==> src/rtl/tick_counter_bank.sv <==
// tick_counter_bank: NCH independent WIDTH-bit up-counters.
// A shared free-running prescaler produces one tick every PERIOD clocks.
// Each channel can load a value, take a step on a tick, or hold.
// o is a flat bus: channel i sits at o[i*WIDTH +: WIDTH], channel 0 at the LSBs.
// ovf is a registered pulse, one cycle wide, marking each carry, borrow or clamp.
// Optional feature macro: TICK_COUNTER_BANK_DOWN_EN adds the per-channel
// dir input. When dir is 1 the channel counts down on a tick.
module tick_counter_bank #(
   parameter int NCH      = 2,
   parameter int WIDTH    = 3,
   parameter int PERIOD   = 5,
   parameter int STEP     = 1,
   parameter int INIT     = 0,
   parameter int SATURATE = 0
) (
   input  logic                 clk,
   input  logic                 rst,
   input  logic [NCH-1:0]       en,
   input  logic [NCH-1:0]       load,
   input  logic [NCH*WIDTH-1:0] load_val,
`ifdef TICK_COUNTER_BANK_DOWN_EN
   input  logic [NCH-1:0]       dir,
`endif
   output logic [NCH*WIDTH-1:0] o,
   output logic                 tick,
   output logic [NCH-1:0]       ovf
);

   // With PERIOD=1 the prescaler collapses to a single bit that stays at 0.
   localparam int              PW     = (PERIOD > 1) ? $clog2(PERIOD) : 1;
   localparam logic [PW-1:0]   LAST   = PW'(PERIOD - 1);
   localparam logic [WIDTH:0]  STEP_X = (WIDTH + 1)'(STEP);
   localparam logic [WIDTH-1:0] INIT_V = WIDTH'(INIT);
   localparam logic [WIDTH-1:0] MAX_V  = '1;
   localparam logic [WIDTH-1:0] MIN_V  = '0;

   logic [PW-1:0] prescaler_reg;
   logic [PW-1:0] prescaler_next;
   logic          at_last;

   // Compute the next prescaler state. It wraps after PERIOD-1.
   always_comb begin
      at_last        = (prescaler_reg == LAST);
      prescaler_next = at_last ? '0 : prescaler_reg + PW'(1);
   end

   // Hold the tick low while reset is asserted, so a reset edge never applies a step.
   assign tick = at_last && !rst;

   // Run the prescaler freely. It ignores en and load. Reset drops any partial period.
   always_ff @(posedge clk) begin
      if (rst) begin
         prescaler_reg <= '0;
      end else begin
         prescaler_reg <= prescaler_next;
      end
   end

   genvar gi;
   generate
      for (gi = 0; gi < NCH; gi = gi + 1) begin : g_ch
         logic [WIDTH-1:0] cnt_reg;
         logic [WIDTH-1:0] cnt_next;
         logic             ovf_reg;
         logic             ovf_next;
         logic [WIDTH:0]   sum_up;
         logic             step_now;
`ifdef TICK_COUNTER_BANK_DOWN_EN
         logic [WIDTH:0]   diff_dn;
`endif

         // Per-channel priority: load, then a tick with en set, then hold.
         // The MSB of the WIDTH+1-bit sum or difference is the carry or borrow.
         always_comb begin
            sum_up   = {1'b0, cnt_reg} + STEP_X;
            step_now = tick && en[gi];
            cnt_next = cnt_reg;
            ovf_next = 1'b0;
`ifdef TICK_COUNTER_BANK_DOWN_EN
            diff_dn  = {1'b0, cnt_reg} - STEP_X;
`endif
            if (load[gi]) begin
               cnt_next = load_val[gi*WIDTH +: WIDTH];
            end else if (step_now) begin
`ifdef TICK_COUNTER_BANK_DOWN_EN
               if (dir[gi]) begin
                  ovf_next = diff_dn[WIDTH];
                  if (SATURATE != 0 && diff_dn[WIDTH]) begin
                     cnt_next = MIN_V;
                  end else begin
                     cnt_next = diff_dn[WIDTH-1:0];
                  end
               end else begin
                  ovf_next = sum_up[WIDTH];
                  if (SATURATE != 0 && sum_up[WIDTH]) begin
                     cnt_next = MAX_V;
                  end else begin
                     cnt_next = sum_up[WIDTH-1:0];
                  end
               end
`else
               ovf_next = sum_up[WIDTH];
               if (SATURATE != 0 && sum_up[WIDTH]) begin
                  cnt_next = MAX_V;
               end else begin
                  cnt_next = sum_up[WIDTH-1:0];
               end
`endif
            end
         end

         // Register the count and the overflow pulse. Reset wins over every other input.
         always_ff @(posedge clk) begin
            if (rst) begin
               cnt_reg <= INIT_V;
               ovf_reg <= 1'b0;
            end else begin
               cnt_reg <= cnt_next;
               ovf_reg <= ovf_next;
            end
         end

         assign o[gi*WIDTH +: WIDTH] = cnt_reg;
         assign ovf[gi]              = ovf_reg;
      end
   endgenerate

endmodule
==> config.mk <==
export PLATFORM = sky130hd
export DESIGN_NAME = tick_counter_bank
export DESIGN_NICKNAME = d
export VERILOG_FILES = /design/src/rtl/tick_counter_bank.sv
export SDC_FILE = /design/constraint.sdc
export NUM_CORES = 1
export LEC_CHECK = 0
export ABC_AREA = 0
export BUFFER_PORTS_ARGS = -buffer_cell sky130_fd_sc_hd__clkbuf_2
export CORE_MARGIN = 2
export CORE_UTILIZATION = 37
export DETAILED_ROUTE_END_ITERATION = 16
export PLACE_DENSITY = 0.73
export SYNTH_ARGS = -nofsm -noshare
export SYNTH_HDL_FRONTEND = slang
export SYNTH_SLANG_ARGS = --single-unit
==> constraint.sdc <==
create_clock -name clk -period 1.6 [get_ports clk]
set_input_delay 0.32 -clock clk [delete_from_list [all_inputs] [get_ports clk]]
set_output_delay 0.32 -clock clk [all_outputs]
set_load 0.05 [all_outputs]
Word level (Yosys, flattened, before mapping)
Index checks and enable logic that the tools add are counted.
{"block": "totals", "register_bits": 11, "in_bits": 12, "out_inout_bits": 9, "word_cells": 24}
{"block": "op_classes", "add_sub_neg": 3, "eq_ne": 1, "n_mux": 4, "n_bitwise": 2, "reduce_logical": 9}
{"cell": "$mux 3", "count": 4}
{"cell": "$add 3x1->4 const B", "count": 2}
{"cell": "$reduce_or 3->1", "count": 2}
{"cell": "$reduce_bool 2->1", "count": 2}
{"cell": "$add 3x1->3 const B", "count": 1}
{"cell": "$eq 3x3->1 const B", "count": 1}
{"cell": "$logic_and 1x1->1", "count": 3}
{"cell": "$not 1->1", "count": 2}
{"cell": "$reduce_or 2->1", "count": 1}
{"cell": "$logic_not 1->1", "count": 1}

Longest topological paths before layout
Gate-level depths: netlist of run 1.
{"block": "logic_depth", "word_depth": 5, "depth_mapped": 5, "mapped_depth_nobuf": 5}

Worst setup path before layout of run 1
No wires, ideal clock.
{"block": "synth_timing", "path_kind": "reg-to-output", "startpoint": "reg prescaler_reg[0]", "endpoint": "out tick", "t_arrival_ns": 1.831, "required_ns": 1.280, "setup_slack_ns": -0.551, "path_stages_with_launch": 4, "path_buffers": 0, "cell_sequence": "dfxtp_1 > inv_1 > ha_1 > nor3b_1"}
{"block": "synth_via", "elab_chain_cells": 2}
{"element": "start, declared", "line_no": "37", "text": "logic [PW-1:0] prescaler_reg;"}
{"element": "start signal, assigned", "line_no": "55", "text": "prescaler_reg <= prescaler_next;"}
{"element": "$eq 3x3->1", "line_no": "43", "text": "at_last = (prescaler_reg == LAST);"}
{"element": "$logic_and 1x1->1", "line_no": "48", "text": "assign tick = at_last && !rst;"}
{"element": "end, declared", "line_no": "25", "text": "output logic tick,"}
Every way passes these cells.

Worst setup path in the final report of run 1
{"block": "layout_timing", "startpoint": "reg prescaler_reg[1]", "endpoint": "out tick"}
The elaborated chain is that of the path after synthesis.

==> parameters.txt, run 1 <==
Parameter                              Value

Synthesis
  EDFF count, synth    0
  Async set-reset flop share out of synthesis    0%
  Number of distinct standard cells referenced by the synthesized netlist    16
  Sequential-to-total area share from yosys stat    39.5%
  Largest cells by area after synthesis    sky130_fd_sc_hd__dfxtp_1 39%, sky130_fd_sc_hd__ha_1 9.0%, sky130_fd_sc_hd__nand4b_4 8.5%, sky130_fd_sc_hd__nor2_1 6.1%, sky130_fd_sc_hd__a211oi_1 5.4%
  Syn Nets    74
  Post-synth top flop    sky130_fd_sc_hd__dfxtp_1
  Dominant cell by count in the synthesized netlist    sky130_fd_sc_hd__dfxtp_1
  Library cell with the largest summed area after synthesis    sky130_fd_sc_hd__dfxtp_1
  Yosys reg bits    11
  Portion of synthesized cell area occupied by the leading cell type    39.5%
  Netlist Area Pre-Place    558 um^2
  Syn Area/Cell    9.62 um^2
  Syn. warnings    0
  Cell types with the highest counts after synthesis    11 x sky130_fd_sc_hd__dfxtp_1, 9 x sky130_fd_sc_hd__nor2_1, 7 x sky130_fd_sc_hd__inv_1, 4 x sky130_fd_sc_hd__a211oi_1, 4 x sky130_fd_sc_hd__ha_1
  Number of cells produced by synthesis    58

Clock network
  Clock input transition at the sequential cells of the worst setup and hold paths    70 ps
  Cts bufs inserted    3
  Clock root buffer master    sky130_fd_sc_hd__clkbuf_4
  Sink count of the clock tree    11
  Number of buffers on the longest clock path    2
  Clock tree from TritonCTS    done
  H-tree depth    1
  Clock network latency to the later pin of the worst-skew pair    250 ps

Cells and area
  Proportion of layout cells with a drive suffix above 1    37.8%
  Finished Cell Area    739 um^2
  Diode insertion count for antenna repair    0
  Max reg flops    6
  Post-synthesis to final-layout area growth    32.5%
  Net total in the final layout    99

Floorplanning
  Row cnt    14
  Height of the die    42.8 um
  Initial Util    38.4%
  Boundary Pins    21
  Core footprint    1450 um^2
  Floorplan die area    1830 um^2
  Die Wd    42.8 um

Drt
  Router iterations before antenna repair    1
  Violation count after the first detailed-routing iteration    0
  Antenna Violating Nets Remaining    0
  Total via count after detailed routing    483
  Detailed-route vias per instance    4.93
  WL/cell    10.2 um
  Total routed wirelength    1000 um
  Drt drc    0

STA
  Largest clock skew in the final design    2.07 ps
  WHS    308 ps
  Final Cycle Share    94.8%
  Transition time of the tightest slew-check pin    281 ps
  Number of pins exceeding their max-slew limit in the final report    0
  Setup repair after global routing missed its margin    false
  Maximum achievable frequency    659 MHz
  Final critical path time including I/O delays and setup    1520 ps
  Setup WS post-layout    82.7 ps
  Final number of hold-violating endpoints    0
  Max-Slew Margin vs Limit    81.3%
  Final setup violation count    0
  Setup TNS after final layout    0 ps

Power
  Net switching component of the power    0.000187 W
  Power density relative to cell area    852 nW/um^2
  Portion of total power attributed to sequential cells    48.9%
  LEAKAGE    0.375 nW
  Logic pwr share    22.4%
  Largest vdd supply drop    453 uV
  Switching fraction of total power    29.7%
  Clock share of power    28.7%
  Int Power    0.000443 W

GRT
  Largest net degree at the start of global routing    12
  Number of antenna violations at the first check in global routing    0
  Vias in the first global route    448
  GRT Residual Overflow    0
  Tot GR Track Use    12.5%
  Wire length of the first global-routing pass    1740 um

Worst setup path
  Setup CP Type    reg -> out
  Critical Path End Type    output port
  Arrival time at the worst endpoint    1200 ps
  Required time of the critical path    1280 ps
  Critical path startpoint category    register
  Critical Path Fanout Max    3

Placement
  Worst slack at placement    85.8 ps
  Total half-perimeter wirelength after legalization and detailed placement    814 um
  Dpl cell area    682 um^2
  Buffers added on ports    20
  Final GP Congestion    0.688

Flow run
  Count of max-cap constraint violations    0

Run status
  Run status    finished, final reports clean

Worst hold path
  Path class of the lowest-slack min-delay path    in -> reg
## path summary, 6_finish.rpt
check / cells after the start / to / slack [ps] / startpoint
min reg2reg: 2 / g_ch[1].ovf_reg / 480 / g_ch[1].cnt_reg[2]
max reg2reg: 6 / g_ch[1].cnt_reg[2] / 160 / prescaler_reg[1]
max: 4 / tick / 80 / prescaler_reg[1]
min: 3 / g_ch[1].cnt_reg[0] / 310 / load_val[3]
## timing repair
| item | CTS | global route |
|---|---|---|
| setup buffers | 0 | 1 |
| endpoints found under the setup margin | 1 | 1 |
| hold endpoints to repair | 0 | 0 |
| pin swaps | 0 | 1 |
| hold buffers | 0 | 0 |
| resized for setup | 5 | 1 |
## critical path, cell delays in order, from the launching register on
cell	delay (ps)
sky130_fd_sc_hd__dfxtp_1	320
sky130_fd_sc_hd__inv_1	90
sky130_fd_sc_hd__ha_4	160
sky130_fd_sc_hd__nor3b_4	200
sky130_fd_sc_hd__buf_8	170
## power groups by stage
stage | Clock [W] | Combinational, W | Sequential [W]
floorplan | 0 | 0.0000582 | 0.000348
global placement | 0 | 0.000125 | 0.000313
detailed placement | 0 | 0.000128 | 0.000314
CTS | 0.000189 | 0.000138 | 0.000308
global route | 0.000208 | 0.000154 | 0.000312
finish | 0.000181 | 0.000141 | 0.000308
## layout make-up
cell class                 count  area [um^2]
clock buffer                   4         26.3
fill                         148          714
inverter                       7         26.3
multi-input combinational     37          313
sequential                    11          221
tap                           16         20.0
timing repair buffer          23          133
## cell families after synthesis
logic type	synth area share, %
AO/OA/AOI/OAI	12.1
adder cells (fa/ha/maj)	8.97
AND/OR/NAND/NOR	24.0
multiplexers	3.59
buffers and inverters	8.74
flip-flops	39.5
XOR/XNOR	3.14
## through the flow
step,total power (W),instances,util (%)
after global placement,0.000438,93,46.9
after CTS,0.000635,97,50.3
final,0.000630,98,50.9
after floorplan,0.000406,58,-
after global routing,0.000674,98,50.9
after detailed placement,0.000442,93,46.9
## per-layer routing
layer / vias to the layer above / track usage, % / wire, um
li1: 249 / - / -
met1: 219 / 14.1 / 437
met2: 15 / 20.6 / 480
met3: 0 / 4.68 / 84
met4: 0 / 5.63 / 0
met5: - / 0 / 0
## cell usage in the layout (no fill, tap or decap)
cell type                  instances
sky130_fd_sc_hd__nand4b_4          2
sky130_fd_sc_hd__clkbuf_2         19
sky130_fd_sc_hd__inv_1             7
sky130_fd_sc_hd__nor3b_4           1
sky130_fd_sc_hd__nor3b_1           1
sky130_fd_sc_hd__a21oi_1           2
sky130_fd_sc_hd__buf_8             1
sky130_fd_sc_hd__ha_1              3
sky130_fd_sc_hd__o21ai_0           2
sky130_fd_sc_hd__mux2i_1           2
sky130_fd_sc_hd__clkbuf_4          3
sky130_fd_sc_hd__buf_4             3
sky130_fd_sc_hd__dfxtp_2           1
sky130_fd_sc_hd__a211oi_1          4
sky130_fd_sc_hd__xor2_1            2
sky130_fd_sc_hd__ha_4              1
sky130_fd_sc_hd__dfxtp_1          10
sky130_fd_sc_hd__and2_1            2
sky130_fd_sc_hd__or3_1             2
sky130_fd_sc_hd__nor2_1            9
sky130_fd_sc_hd__a311oi_1          2
sky130_fd_sc_hd__clkbuf_1          1
sky130_fd_sc_hd__nand4_1           2
Note: power is estimated with default switching activity, not from simulation.
==> run 2, diff against run 1 <==
--- a/config.mk
+++ b/config.mk
@@ -10,7 +10,7 @@
 export CORE_MARGIN = 2
 export CORE_UTILIZATION = 37
 export DETAILED_ROUTE_END_ITERATION = 16
-export PLACE_DENSITY = 0.73
+export PLACE_DENSITY = 0.69
 export SYNTH_ARGS = -nofsm -noshare
 export SYNTH_HDL_FRONTEND = slang
 export SYNTH_SLANG_ARGS = --single-unit
==> run 2 against run 1 <==
Against the previous run: die area stayed put; largest cell class unchanged; clock skew rose by 3.2 ps; cell count did not move; final area up 0.17%; count of clock-buffer cells in the layout decreased by 1; core utilization rose by 0.086 points; critical path depth unchanged; sequential power is essentially flat; critical endpoint unchanged; via count rose by 0.83%; maximum frequency is 1.5% higher; sequential share of layout area down 0.051 points.
==> parameters.txt, run 2 (same netlist as run 1, synthesis figures left out) <==
Parameter                              Value

Floorplanning
  Height of the die    42.8 um (unchanged)
  Boundary Pins    21 (unchanged)
  Initial Util    38.4% (unchanged)
  Row cnt    14 (unchanged)
  Floorplan die area    1830 um^2 (unchanged)
  Core footprint    1450 um^2 (unchanged)
  Die Wd    42.8 um (unchanged)

Power
  Net switching component of the power    0.000198 W (+6.1%)
  Logic pwr share    21.7% (-0.7 points)
  Clock share of power    29.9% (+1.2 points)
  Int Power    0.000436 W (-1.5%)
  Total Power    0.000635 W (+0.74%)
  LEAKAGE    0.377 nW (+0.57%)
  Portion of total power attributed to sequential cells    48.5% (-0.4 points)
  Power density relative to cell area    857 nW/um^2 (+0.57%)
  Switching fraction of total power    31.3% (+1.6 points)
  Largest vdd supply drop    447 uV (-1.2%)

Drt
  Drt drc    0 (unchanged)
  Wire length on met3    110 um (+31%)
  Total routed wirelength    1060 um (+5.5%)
  WL met2    508 um (+5.8%)
  Antenna Violating Nets Remaining    0 (unchanged)
  Router iterations before antenna repair    4 (+3)
  Total via count after detailed routing    487 (+0.83%)
  WL/cell    10.8 um (+5.5%)
  Violation count after the first detailed-routing iteration    5 (+5)
  Detailed-route vias per instance    4.97 (+0.83%)
  Top layer reached by signal wires    met3
  Length of routed wiring on met1    438 um (+0.23%)

Cells and area
  Net total in the final layout    99 (unchanged)
  Filler Cells Inserted    141 (-4.7%)
  Highest-count cells in the layout ignoring fill and taps    19 x sky130_fd_sc_hd__clkbuf_2, 10 x sky130_fd_sc_hd__dfxtp_1, 9 x sky130_fd_sc_hd__nor2_1
  Most common cell after layout, fill and taps aside    sky130_fd_sc_hd__clkbuf_2
  Post-synthesis to final-layout area growth    32.7%
  Proportion of layout cells with a drive suffix above 1    40.2% (+2.4 points)
  Area of combinational cells with multiple inputs    313 um^2 (unchanged)
  Sequential cell area    221 um^2 (unchanged)
  Post-layout utilization of the core    50.9% (+0.086 points)
  Diode insertion count for antenna repair    0 (unchanged)
  Max reg flops    6 (unchanged)

Placement
  Buffers added on ports    20 (unchanged)
  Total half-perimeter wirelength after legalization and detailed placement    829 um (+1.9%)
  Final GP Congestion    0.796 (+16%)

STA
  Transition time of the tightest slew-check pin    271 ps (-10.6 ps)
  Setup TNS after final layout    0 ps (unchanged)
  Final setup violation count    0 (unchanged)
  Final Cycle Share    93.5% (-1.4 points)
  Maximum achievable frequency    669 MHz (+1.5%)
  Final critical path time including I/O delays and setup    1500 ps (-21.8 ps)
  Largest clock skew in the final design    5.28 ps (+3.21 ps)
  Setup repair after global routing missed its margin    false
  WHS    293 ps (-15.0 ps)
  Max-Slew Margin vs Limit    81.9% (+0.63 points)
  Number of pins exceeding their max-slew limit in the final report    0 (unchanged)
  Final number of hold-violating endpoints    0 (unchanged)

Flow run
  Count of max-cap constraint violations    0 (unchanged)

Clock network
  Clock network latency to the later pin of the worst-skew pair    270 ps (+20 ps)
  Sink count of the clock tree    11 (unchanged)
  Clock root buffer master    sky130_fd_sc_hd__clkbuf_4
  Number of buffers inserted for hold repair after clock tree synthesis    0 (unchanged)
  Clock input transition at the sequential cells of the worst setup and hold paths    70 ps (about the same)
  H-tree depth    1 (unchanged)
  Number of buffers on the longest clock path    2 (unchanged)
  Clock tree from TritonCTS    done
  Cts bufs inserted    3 (unchanged)

Worst setup path
  Critical path startpoint category    register
  Flop-to-flop setup slack    160 ps (about the same)
  Worst reg2reg path endpoint    g_ch[1].cnt_reg[2]
  Cells on worst reg2reg path    6 (unchanged)
  Critical Path Fanout Max    2 (-1)
  Crit Reg-Reg Startpoint    prescaler_reg[1]
  Setup CP Type    reg -> out
  Critical Path End Type    output port
  Required time of the critical path    1280 ps (about the same)
  Crit path launch    prescaler_reg[1]
  Timing endpoint of the critical path    tick
  Arrival time at the worst endpoint    1180 ps (-20 ps)

GRT
  Largest net degree at the start of global routing    12 (unchanged)
  Number of antenna violations at the first check in global routing    0 (unchanged)
  GRT Residual Overflow    0 (unchanged)
  Wire length of the first global-routing pass    1880 um (+8.3%)
  Tot GR Track Use    14.0% (+1.6 points)
  Vias in the first global route    464 (+3.6%)

Run status
  Run status    finished, final reports clean

Worst hold path
  Instance count along the most critical hold path    3 (unchanged)
  Path class of the lowest-slack min-delay path    in -> reg
run 2: final cells by class:
type	count	share of cell area, %
multi-input cells	37	42.2
flip-flops and latches	11	29.9
repair buffers	23	17.9
inverters	7	3.55
clock buffers	3	3.04
well taps	16	2.70
clock inverters	1	0.676
run 2: how the worst min path moves through the flow:
stage / from / end
final: load_val[3] / g_ch[1].cnt_reg[0]
after global routing: load_val[4] / g_ch[1].cnt_reg[1]
after CTS: load_val[3] / g_ch[1].cnt_reg[0]
after detailed placement: g_ch[1].cnt_reg[2] / g_ch[1].ovf_reg
after global placement: g_ch[0].cnt_reg[2] / g_ch[0].ovf_reg
after floorplan: prescaler_reg[0] / prescaler_reg[0]
run 2: power groups by stage:
stage          sequential (W)  clock, W  combinational (W)
2_1_floorplan        0.000348         0          0.0000582
3_3_place_gp         0.000313         0           0.000126
3_5_place_dp         0.000313         0           0.000127
4_1_cts              0.000307  0.000204           0.000139
5_1_grt              0.000311  0.000213           0.000153
6_report             0.000308  0.000189           0.000138
run 2: per-stage QoR:
step / worst slack, ps / cell area [um^2] / instances
floorplan: 32.8 / 569 / 58
global placement: 115 / 682 / 93
detailed placement: 81.0 / 682 / 93
CTS: 53.2 / 739 / 98
global route: 7.58 / 741 / 98
finish: 104 / 741 / 98
run 2: critical path: stages, from the launching register on:
cell	delay (ps)
sky130_fd_sc_hd__dfxtp_1	310
sky130_fd_sc_hd__inv_1	90
sky130_fd_sc_hd__ha_4	140
sky130_fd_sc_hd__nor3b_4	190
sky130_fd_sc_hd__buf_8	170
run 2: what timing repair did:
action	CTS	global route
pin swaps	1	0
gates resized for setup	5	2
endpoints found under the setup margin	1	1
gates cloned	0	0
buffers inserted	1	0
run 2: layer usage:
layer  vias to the layer above  track usage [%]
met2                        22             22.4
met3                         0             7.23
met5                         -                0
met1                       216             15.6
met4                         0             5.63
li1                        249                -
